==> config.mk <==
export PLATFORM = sky130hd
export DESIGN_NAME = sevenseg_text_writer_flat
export DESIGN_NICKNAME = d
export VERILOG_FILES = /design/src/rtl/sevenseg_text_writer_if.sv /design/src/rtl/sevenseg_text_writer.sv /design/src/flat_wrapper.sv
export SDC_FILE = /design/constraint.sdc
export NUM_CORES = 1
export LEC_CHECK = 0
export ABC_AREA = 0
export CAP_MARGIN = 20
export CORE_MARGIN = 5
export CORE_UTILIZATION = 37
export DETAILED_ROUTE_END_ITERATION = 7
export GPL_TIMING_DRIVEN = 0
export MAX_ROUTING_LAYER = met4
export PLACE_DENSITY = 0.86
export SLEW_MARGIN = 40
export SYNTH_ARGS = -nofsm -noshare
export SYNTH_HDL_FRONTEND = slang
export SYNTH_SLANG_ARGS = --single-unit
==> constraint.sdc <==
create_clock -name system1000 -period 2.2 [get_ports system1000]
set_input_delay 0.44 -clock system1000 [delete_from_list [all_inputs] [get_ports system1000]]
set_output_delay 0.44 -clock system1000 [all_outputs]
set_load 0.03 [all_outputs]
==> src/rtl/sevenseg_text_writer_if.sv <==
// Character handshake between an upstream text source and the seven-segment text writer.
// The master presents ASCII codes; the slave signals when it can take one.
interface sevenseg_text_writer_if;
    logic       char_valid;
    logic [7:0] char_data;
    logic       char_ready;

    modport master (
        output char_valid,
        output char_data,
        input  char_ready
    );

    modport slave (
        input  char_valid,
        input  char_data,
        output char_ready
    );
endinterface

==> src/rtl/sevenseg_text_writer.sv <==
// Four-slot scrolling text buffer for a seven-segment display driver.
// Characters shift in from the right; a newline blanks the buffer; each accepted character is followed by a hold period.
module sevenseg_text_writer #(
    parameter int HOLD_CYCLES = 1000
) (
    input  logic                  system1000,
    input  logic                  system1000_rstn,
    sevenseg_text_writer_if.slave ch,
    input  logic                  clear,
    output logic [127:0]          outputs_o,
    output logic [2:0]            char_count,
    output logic                  busy
);

    typedef enum logic {
        IDLE = 1'b0,
        HOLD = 1'b1
    } state_t;

    localparam bit          HOLD_EN   = (HOLD_CYCLES != 0);
    localparam logic [15:0] HOLD_LOAD = 16'(HOLD_CYCLES - 1);
    localparam logic [7:0]  NEWLINE   = 8'h0A;
    localparam logic [2:0]  COUNT_MAX = 3'd4;

    state_t      state_r;
    logic [15:0] hold_cnt_r;
    logic        busy_r;
    logic [7:0]  slot_r [4];
    logic [2:0]  count_r;

    logic        ready_s;
    logic        xfer_s;
    logic        newline_s;

    // A slot carries the character code in its low byte; code 0 shows as blank.
    function automatic logic [31:0] pack_slot(input logic [7:0] code);
        return {24'd0, code};
    endfunction

    function automatic logic [2:0] sat_inc(input logic [2:0] cnt);
        logic [2:0] res;
        if (cnt >= COUNT_MAX) begin
            res = COUNT_MAX;
        end else begin
            res = cnt + 3'd1;
        end
        return res;
    endfunction

    // Handshake decode: only IDLE accepts, and a pending clear blocks acceptance.
    always_comb begin
        ready_s   = 1'b0;
        xfer_s    = 1'b0;
        newline_s = 1'b0;
        if ((state_r == IDLE) && !clear) begin
            ready_s = 1'b1;
        end else begin
            ready_s = 1'b0;
        end
        xfer_s    = ch.char_valid && ready_s;
        newline_s = (ch.char_data == NEWLINE);
    end

    assign ch.char_ready = ready_s;

    // Pacing FSM: after every accepted character, stall for HOLD_CYCLES cycles.
    always_ff @(posedge system1000 or negedge system1000_rstn) begin
        if (!system1000_rstn) begin
            state_r    <= IDLE;
            hold_cnt_r <= 16'd0;
            busy_r     <= 1'b0;
        end else if (clear) begin
            state_r    <= IDLE;
            hold_cnt_r <= 16'd0;
            busy_r     <= 1'b0;
        end else begin
            case (state_r)
                IDLE: begin
                    if (xfer_s && HOLD_EN) begin
                        state_r    <= HOLD;
                        hold_cnt_r <= HOLD_LOAD;
                        busy_r     <= 1'b1;
                    end else begin
                        state_r    <= IDLE;
                        hold_cnt_r <= 16'd0;
                        busy_r     <= 1'b0;
                    end
                end
                HOLD: begin
                    // The count-0 cycle is still part of the hold, giving exactly HOLD_CYCLES stalled cycles.
                    if (hold_cnt_r == 16'd0) begin
                        state_r <= IDLE;
                        busy_r  <= 1'b0;
                    end else begin
                        hold_cnt_r <= hold_cnt_r - 16'd1;
                        busy_r     <= 1'b1;
                    end
                end
                default: begin
                    state_r    <= IDLE;
                    hold_cnt_r <= 16'd0;
                    busy_r     <= 1'b0;
                end
            endcase
        end
    end

    // Display buffer and non-blank character count.
    always_ff @(posedge system1000 or negedge system1000_rstn) begin
        if (!system1000_rstn) begin
            for (int i = 0; i < 4; i++) begin
                slot_r[i] <= 8'd0;
            end
            count_r <= 3'd0;
        end else if (clear) begin
            for (int i = 0; i < 4; i++) begin
                slot_r[i] <= 8'd0;
            end
            count_r <= 3'd0;
        end else if (xfer_s) begin
            if (newline_s) begin
                for (int i = 0; i < 4; i++) begin
                    slot_r[i] <= 8'd0;
                end
                count_r <= 3'd0;
            end else begin
                slot_r[0] <= slot_r[1];
                slot_r[1] <= slot_r[2];
                slot_r[2] <= slot_r[3];
                slot_r[3] <= ch.char_data;
                count_r   <= sat_inc(count_r);
            end
        end else begin
            count_r <= count_r;
        end
    end

    assign outputs_o  = {pack_slot(slot_r[0]), pack_slot(slot_r[1]),
                         pack_slot(slot_r[2]), pack_slot(slot_r[3])};
    assign char_count = count_r;
    assign busy       = busy_r;

endmodule

==> src/flat_wrapper.sv <==
// flat-port wrapper written by rule: the top's interface ports become plain ports
module sevenseg_text_writer_flat 
#(
    parameter int HOLD_CYCLES = 1000
)
  (system1000, system1000_rstn, clear, outputs_o, char_count, busy, ch_char_valid, ch_char_data, ch_char_ready);
  sevenseg_text_writer_if ch_i ();
  input  logic system1000;
  input  logic system1000_rstn;
  input  logic clear;
  output logic [127:0] outputs_o;
  output logic [2:0] char_count;
  output logic busy;
  input wire logic [$bits(ch_i.char_valid)-1:0] ch_char_valid;
  input wire logic [$bits(ch_i.char_data)-1:0] ch_char_data;
  output wire logic [$bits(ch_i.char_ready)-1:0] ch_char_ready;
  assign ch_i.char_valid = ch_char_valid;
  assign ch_i.char_data = ch_char_data;
  assign ch_char_ready = ch_i.char_ready;
  sevenseg_text_writer #(.HOLD_CYCLES(HOLD_CYCLES)) u_core (.system1000(system1000), .system1000_rstn(system1000_rstn), .ch(ch_i), .clear(clear), .outputs_o(outputs_o), .char_count(char_count), .busy(busy));
endmodule
==> impl_metrics.tcl <==
set metrics [dict create \
    status "completed" \
    timing.final.crit_share 0.990 \
    die_h_um 100 \
    synth-edff-count 0 \
    clock_latency_ps 310 \
    reg2reg_depth 7 \
    synth.top_cells.by_count "96 x buf_4, 52 x dfrtp_1, 29 x a22o_1" \
    ys_types 35 \
    cts_tree "yes" \
    worstPathMaxFanout 6 \
    ff_latch_area_sq_um 1300 \
    htree_num_levels 2 \
    yosys.cell_count.top_type "buf_4" \
    synth_area_leaders "dfrtp_1 43%, buf_4 24%, a22o_1 8.5%" \
    final_area_sq_um 4160 \
    synthCells 300 \
    setup_tns_ps 0 \
    clk_transition_reported_paths_ps 90 \
    synth_flop_cell "dfrtp_1" \
    wl_per_cell_um 12.2 \
    synth_area_leader_cell "dfrtp_1" \
    hold_viol 0 \
    postSynth.asyncResetShare 1.00 \
    dr.pass1.iters 4 \
    max-cap-violations 0 \
    yosys.area.top_type_share 0.434 \
    syn2layout_area_growth_pct 38.8 \
    power_density_nw_per_um2 561 \
    final.min_clock_period_ps 2180 \
    row_count 32 \
    dpl_worst_slack_ps -545 \
    finalSetupViolCount 0 \
    drive_gt1_frac 0.279 \
    r2r-end "u_core.hold_cnt_r[7]$_DFFE_PN0P_" \
    dpl.hpwl_mm 5.34 \
    io_buffers 48 \
    cp-endpoint "u_core.hold_cnt_r[7]$_DFFE_PN0P_" \
    max-slew-margin-rel 0.524 \
    fill_cells 693 \
    ios 145 \
    cts_buffer_depth 2 \
    cts_root_buf "clkbuf_8" \
    start_kind "flip-flop" \
    grt_max_degree 38 \
    hold_class "reg -> reg" \
    skew_ps 6.98 \
    crit_type "reg -> reg" \
    diodes 0 \
    ys_seq_elements 52 \
    cp-end-kind "flip-flop" \
    whs_ps 503 \
    p_leak_nw 2.20 \
    grt.overflow.total 0 \
    fin_nets 472 \
    grt_pass1_vias 2100 \
    critical_path_required_ps 2400 \
    arrival_ps 2380 \
    multi_input_area_sq_um 1270 \
    synth_area_sq_um 3000 \
    drc 0 \
    vias_per_cell 4.13 \
    drt_iter0_drc 101 \
    worst_slew_pin_slew_ps 707 \
    placed_area_sq_um 3980 \
    numCtsBuffers 5 \
    drv_slew 0 \
    r2r_slack_ps 20 \
    grt_usage 0.130 \
    antenna_found_initial 0 \
    ant_nets 0 \
    cts.sinks 52 \
    globalplace.congestion 0.860 \
    ys_seq_area_frac 0.434 \
    initial_core_util 0.384 \
    dieArea_sq_um 10000 \
    die_w_um 100 \
    vias 2311 \
    cp-startpoint "u_core.hold_cnt_r[6]$_DFFE_PN0P_" \
    fmax_mhz 459 \
    worst_slack_ps 22.2 \
    peakVddDrop_mv 0.276 \
    fp.coreArea_sq_um 7810 \
    avgSynthCellArea_sq_um 10.0 \
    yosysWarnings 0 \
    r2r-start "u_core.hold_cnt_r[6]$_DFFE_PN0P_" \
    routed_wl_mm 6.85 \
    grt_pass1_wl_mm 10.3 \
]
## where the power goes
part	switching, mW	internal, mW
sequential	0.0395	0.995
clock	0.318	0.227
combinational	0.462	0.295
## cell families after synthesis
family	synth area share
buffers and inverters	0.267
and+or+nand+nor	0.103
AOI/OAI and AO/OA	0.147
DFF	0.434
muxes	0.0267
adders and majority gates	0.0125
xor gates and xnor gates	0.00876
other	0.00125
## metal layers
layer  routed length [um]  GRT usage  vias to the layer above
li1                     -          -                     1157
met5                    0          -                        -
met2                 3450      0.224                       93
met3                  564     0.0347                       10
met4                   88     0.0332                        0
met1                 2750      0.152                     1051
## worst max-delay path, cell delays in order (launching register included)
cell	delay [ps]
dfrtp_1	420
or4_4	530
buf_6	140
or4_4	410
buf_6	150
o21ai_4	170
inv_4	70
a32o_1	200
## timing repair
action                                 CTS  global route
hold buffers                             1             0
gates cloned                             0             0
pin swaps                                1             4
resized for setup                        3            16
endpoints found under the hold margin   15             0
buffers inserted                         2             5
setup endpoints to repair               16            17
## worst min-delay path by stage
| stage | startpoint | endpoint | slack, ps | cells after the start |
|---|---|---|---|---|
| finish | u_core.outputs_o[102]$_DFFE_PN0P_ | u_core.outputs_o[102]$_DFFE_PN0P_ | 500 | 1 |
| global route | u_core.outputs_o[102]$_DFFE_PN0P_ | u_core.outputs_o[102]$_DFFE_PN0P_ | 520 | 1 |
| CTS | u_core.outputs_o[102]$_DFFE_PN0P_ | u_core.outputs_o[102]$_DFFE_PN0P_ | 510 | 1 |
| detailed placement | system1000_rstn | u_core.outputs_o[96]$_DFFE_PN0P_ | 320 | 1 |
| global placement | u_core.outputs_o[102]$_DFFE_PN0P_ | u_core.outputs_o[102]$_DFFE_PN0P_ | 480 | 1 |
| floorplan | system1000_rstn | u_core.char_count[0]$_DFFE_PN0P_ | 140 | 0 |
## stage by stage
stage | cells | power, mW | util
5_1_grt | 560 | 2.45 | 0.533
4_1_cts | 555 | 2.29 | 0.524
3_5_place_dp | 546 | 1.75 | 0.510
2_1_floorplan | 395 | 1.61 | -
3_3_place_gp | 545 | 1.74 | 0.508
6_report | 560 | 2.34 | 0.533
## cells in the final DEF, fill, tap and decap left out, types with 4 or more instances in the layout
cell type	count
nand2b_1	5
a22o_1	29
nor4_1	6
dfrtp_1	51
a21oi_1	8
buf_4	104
o21ai_0	7
inv_1	7
nand2_1	17
clkbuf_1	6
clkdlybuf4s50_1	46
clkbuf_8	5
mux2i_1	8
nor2_1	12
conb_1	96
clkbuf_2	4
## cell type report
cell class,instances,area share
Sequential cell,52,0.313
Buffer,107,0.188
Multi-Input combinational cell,226,0.305
Clock inverter,2,0.00391
Clock buffer,6,0.0174
Tap cell,102,0.0306
Inverter,8,0.00781
Timing Repair Buffer,57,0.134
## state kept, by name, indices dropped and copies added, names as in the netlist
signal and flops:
u_core.outputs_o 32, u_core.hold_cnt_r 16, u_core.state_r 1, u_core.char_count 3
No activity file was read; power rests on OpenSTA's default activity.
==> RTL change 1: new RTL, same flow settings <==
Register the output `char_count` once more, with the module's reset; this adds one clock of latency there. The other outputs are not delayed to match.
--- a/src/rtl/sevenseg_text_writer.sv
+++ b/src/rtl/sevenseg_text_writer.sv
@@ -137,7 +137,13 @@
 
     assign outputs_o  = {pack_slot(slot_r[0]), pack_slot(slot_r[1]),
                          pack_slot(slot_r[2]), pack_slot(slot_r[3])};
-    assign char_count = count_r;
+    always_ff @(posedge system1000 or negedge system1000_rstn) begin
+        if (!system1000_rstn) begin
+            char_count <= '0;
+        end else begin
+            char_count <= count_r;
+        end
+    end
     assign busy       = busy_r;
 
 endmodule
Formal check against the unedited RTL: not equivalent (Yosys sat finds a counterexample within 4 cycles, from zero or initial values and one cycle with system1000_rstn low).
==> RTL change 1 against the unedited design <==
- synthesized cell count fell by 0.67%
- design area fell by 0.54%
- hold slack lost 500 ps
- area after synthesis increased by 1.5%
- largest power group unchanged
- register-to-register slack better by 180 ps
- via count hardly changed
- routed wire length decreased by 1.8%
- sequential cell count up 3
- total power rose by 1.2%
- setup slack gained 100 ps
==> RTL change 1: results (changes against the unedited design) <==
hold_class: "primary input to async pin"
status: "finished, final reports clean"
fin_cells: 557  # -0.54%
peakVddDrop_v: 0.000271  # -2.0%
synth_cell_types: 39  # +11%
nets: 466  # -1.3%
routedWlPerCell_um: 12.1  # -1.3%
yosys-top-cells-count: "buf_4 (96), dfrtp_1 (55), a22o_1 (26)"
synth_xor_area_share_pct: 1.73  # +0.85 points
grt_pass1_vias: 2186  # +4.1%
p_leak_nw: 2.18  # -0.93%
grt_pass1_wl_um: 10700  # +3.3%
synth_top_area_share_pct: 45.2  # +1.8 points
drtIter0Drc: 113  # +12%
vias: 2309  # -0.087%
yosysSeqAreaShare_pct: 45.2  # +1.8 points
dp_slack_ps: -296  # +250 ps
final_util_pct: 50.9  # -2.4 points
placed_cell_area_mm2: 0.00403  # +1.2%
synthMuxAreaShare_pct: 2.30  # -0.37 points
synth_compound_area_share_pct: 13.3  # -1.4 points
tightest_slew_ps: 529  # -178 ps
io_buffers: 48  # unchanged
synthAdderAreaFrac_pct: 1.23  # -0.018 points
cp_max_fo: 10  # +4
yosys-top-cells-area: "dfrtp_1 (45%), buf_4 (24%), a22o_1 (7.5%)"
n_fill_cell: 759  # +9.5%
gp_congestion: 0.863  # +0.43%
fin_skew_ps: 4.77  # -2.21 ps
arrival_ps: 1640  # -740 ps
syn_area_per_cell_um2: 10.2  # +2.1%
grt_use_total_pct: 13.4  # +0.36 points
numPlacedInstances: 547  # +0.18%
dr.pass1.iters: 4  # unchanged
drive_gt1_share_pct: 26.1  # -1.8 points
dpl.hpwl_um: 5420  # +1.6%
-- RTL change 1: layout make-up --
cell class,instances,area share (%)
clock buffers,6,1.75
well taps,105,3.17
plain buffers,107,18.5
inverters,6,0.544
repair buffers,51,12.4
flip-flops and latches,55,33.2
multi-input cells,225,30.0
clock inverters,2,0.393
-- RTL change 1: final timing paths --
check | startpoint | end | slack (ps) | depth (start not counted)
max | clear | ch_char_ready | 120 | 4
min | system1000_rstn | u_core.char_count[2] | 2 | 1
max reg2reg | u_core.hold_cnt_r[0] | u_core.hold_cnt_r[15] | 200 | 5
min reg2reg | u_core.count_r[2] | u_core.char_count[2] | 410 | 0
max in group asynchronous | system1000_rstn | u_core.outputs_o[2] | 1720 | 2
min in group system1000 | u_core.count_r[2] | u_core.char_count[2] | 410 | 0
-- RTL change 1: metal layers --
metal / vias to the layer above / share of wire, % / GRT usage [%] / routed length [µm]
met5: - / 0 / - / 0
met4: 0 / 0.13 / 1.87 / 9
met3: 2 / 8.9 / 3.46 / 598
met2: 114 / 51 / 22.7 / 3420
met1: 1057 / 40 / 16.5 / 2690
li1: 1136 / - / - / -
-- RTL change 1: timing repair --
action,4_1_cts,5_1_grt
buffers inserted,0,2
hold endpoints to repair,0,0
resized for setup,3,1
setup endpoints to repair,10,11
pin swaps,0,1
-- RTL change 1: critical path, stage by stage --
cell	delay, ps
clkdlybuf4s50_1	440
clkbuf_2	220
nor2_1	130
dlygate4sd2_1	410
-- RTL change 1: power breakdown --
group          internal, W  switching [W]  total [W]
Combinational     0.000262       0.000446   0.000708
Sequential         0.00105      0.0000485    0.00110
Clock             0.000229       0.000326   0.000555
Total              0.00154       0.000821    0.00236
==> RTL change 2: new RTL, same settings <==
Without the edit above. `HOLD_CYCLES` is set to 1000 in 2 places; all go to 500.
--- a/src/rtl/sevenseg_text_writer.sv
+++ b/src/rtl/sevenseg_text_writer.sv
@@ -1,7 +1,7 @@
 // Four-slot scrolling text buffer for a seven-segment display driver.
 // Characters shift in from the right; a newline blanks the buffer; each accepted character is followed by a hold period.
 module sevenseg_text_writer #(
-    parameter int HOLD_CYCLES = 1000
+    parameter int HOLD_CYCLES = 500
 ) (
     input  logic                  system1000,
     input  logic                  system1000_rstn,
--- a/src/flat_wrapper.sv
+++ b/src/flat_wrapper.sv
@@ -1,7 +1,7 @@
 // flat-port wrapper written by rule: the top's interface ports become plain ports
 module sevenseg_text_writer_flat 
 #(
-    parameter int HOLD_CYCLES = 1000
+    parameter int HOLD_CYCLES = 500
 )
   (system1000, system1000_rstn, clear, outputs_o, char_count, busy, ch_char_valid, ch_char_data, ch_char_ready);
   sevenseg_text_writer_if ch_i ();
Check against the original RTL: no difference found for any inputs over 10 cycles, from zero or initial values and one cycle with system1000_rstn low; that may be too few to reach the edited logic, so the function may still have changed.
==> RTL change 2 against the unedited design <==
- the run now ends with negative setup slack left
- design area up 0.63%
- routed wire length is 6.2% higher
- first-iteration DRC count increased by 34%
- count of clock-buffer cells in the layout down 1
- total power is 12% higher
- sequential cell count unchanged
- setup slack worse by 37 ps
- area after synthesis decreased by 1.5%
- core utilization up 0.61 points
- critical path type unchanged
- largest power group unchanged
- highest routed layer unchanged
==> RTL change 2: results (changes against the unedited design) <==
peakVddDrop_v: 0.000326  # +18%
cp_max_fo: 5  # -1
violations: "negative setup slack"
syn_to_final_growth_pct: 41.9
placed_cell_area_mm2: 0.00394  # -1.2%
critPathMaxStageDelay_ps: 420  # -110 ps
vias: 2446  # +5.8%
holdWs_ps: 509  # +5.17 ps
status: "finished with violations"
grt_max_degree: 36  # -5.3%
yosys-top-cells-count: "buf_4 (96), dfrtp_1 (52), a22o_1 (26)"
dp_slack_ps: -478  # +66.7 ps
grt_pass1_wl_um: 11100  # +7.6%
drive_gt1_share_pct: 29.2  # +1.2 points
fin_skew_ps: 14.1  # +7.07 ps
yosys-top-cells-area: "dfrtp_1 (44%), buf_4 (24%), a22o_1 (7.7%)"
grt_use_total_pct: 14.2  # +1.2 points
tns_ps: -27.8  # -27.8 ps
nets: 474  # +0.42%
cpMaxStageDelayCell: "or3_4"
grt_pass1_vias: 2276  # +8.4%
arrival_ps: 2400  # +20 ps
routedLengthMet1_um: 2650  # -3.7%
p_leak_nw: 2.21  # +0.27%
fin_cells: 561  # +0.18%
synth_cell_types: 34  # -2.9%
gp_congestion: 0.901  # +4.8%
routedWlPerCell_um: 13.0  # +6.0%
setup_viol: 2  # +2
drtIter0Drc: 135  # +34%
setup_slack_ps: -15.1  # -37.2 ps
dpl.hpwl_um: 5530  # +3.6%
==> RTL change 2: cell count changes after synthesis, moves of 3 or more <==
cell,delta
o21ai_0,-4
nand2_1,+3
or4_1,-3
a21oi_1,+4
a22o_1,-3
nor2_1,+4
nor4_1,-3
or3_1,+5
nor3_1,+4
mux2i_1,-6
==> RTL change 2: repair_timing <==
| action | 4_1_cts | 5_1_grt |
|---|---|---|
| gates resized for setup | 12 | 13 |
| hold endpoints to repair | 7 | 0 |
| endpoints found under the setup margin | 40 | 17 |
| pin swaps | 2 | 4 |
| buffers inserted | 4 | 4 |
| hold buffers | 1 | 0 |
==> RTL change 2: final cells by class <==
| cell class | instances | share of cell area, % |
|---|---|---|
| plain buffers | 106 | 18.5 |
| clock buffers | 5 | 1.64 |
| clock inverters | 2 | 1.43 |
| inverters | 7 | 0.627 |
| multi-input cells | 229 | 30.3 |
| flip-flops and latches | 52 | 31.1 |
| well taps | 102 | 3.05 |
| repair buffers | 58 | 13.4 |
==> RTL change 2: path summary, 6_finish.rpt <==
path                       depth (start not counted)               endpoint                  from
min                                                1   u_core.outputs_o[99]  u_core.outputs_o[99]
max reg2reg                                        8  u_core.hold_cnt_r[14]  u_core.hold_cnt_r[1]
min reg2reg                                        1   u_core.outputs_o[99]  u_core.outputs_o[99]
max in group asynchronous                          3   u_core.outputs_o[32]       system1000_rstn
max                                                8  u_core.hold_cnt_r[14]  u_core.hold_cnt_r[1]
min in group asynchronous                          2    u_core.outputs_o[7]       system1000_rstn
==> RTL change 2: power by group <==
part | internal [W] | switching (W)
Sequential | 0.000995 | 0.0000409
Combinational | 0.000318 | 0.000495
Clock | 0.000448 | 0.000321
Total | 0.00176 | 0.000857
==> RTL change 2: cells by family after synthesis <==
logic type | Yosys count | share of synthesized area, %
AO/OA/AOI/OAI | 51 | 13.0
XOR/XNOR | 6 | 1.78
other | 1 | 0.127
multiplexers | 4 | 1.44
buffers and inverters | 113 | 26.6
adder cells (fa/ha/maj) | 3 | 1.27
flip-flops | 52 | 44.1
AND/OR/NAND/NOR | 69 | 11.7
==> RTL change 2: metal layers <==
| layer | global-route usage, % | up-vias |
|---|---|---|
| met5 | - | - |
| met4 | 5.67 | 0 |
| met3 | 2.59 | 17 |
| met2 | 24.6 | 140 |
| met1 | 16.2 | 1141 |
| li1 | - | 1148 |
==> RTL change 2: worst reg2reg max path, stage by stage, from the launching register on <==
cell and delay [ps]:
dfrtp_1 390, inv_1 60, ha_2 160, or3b_4 370, buf_6 120, or3_4 420, or3_4 340, mux2i_1 170
nor2_1 50
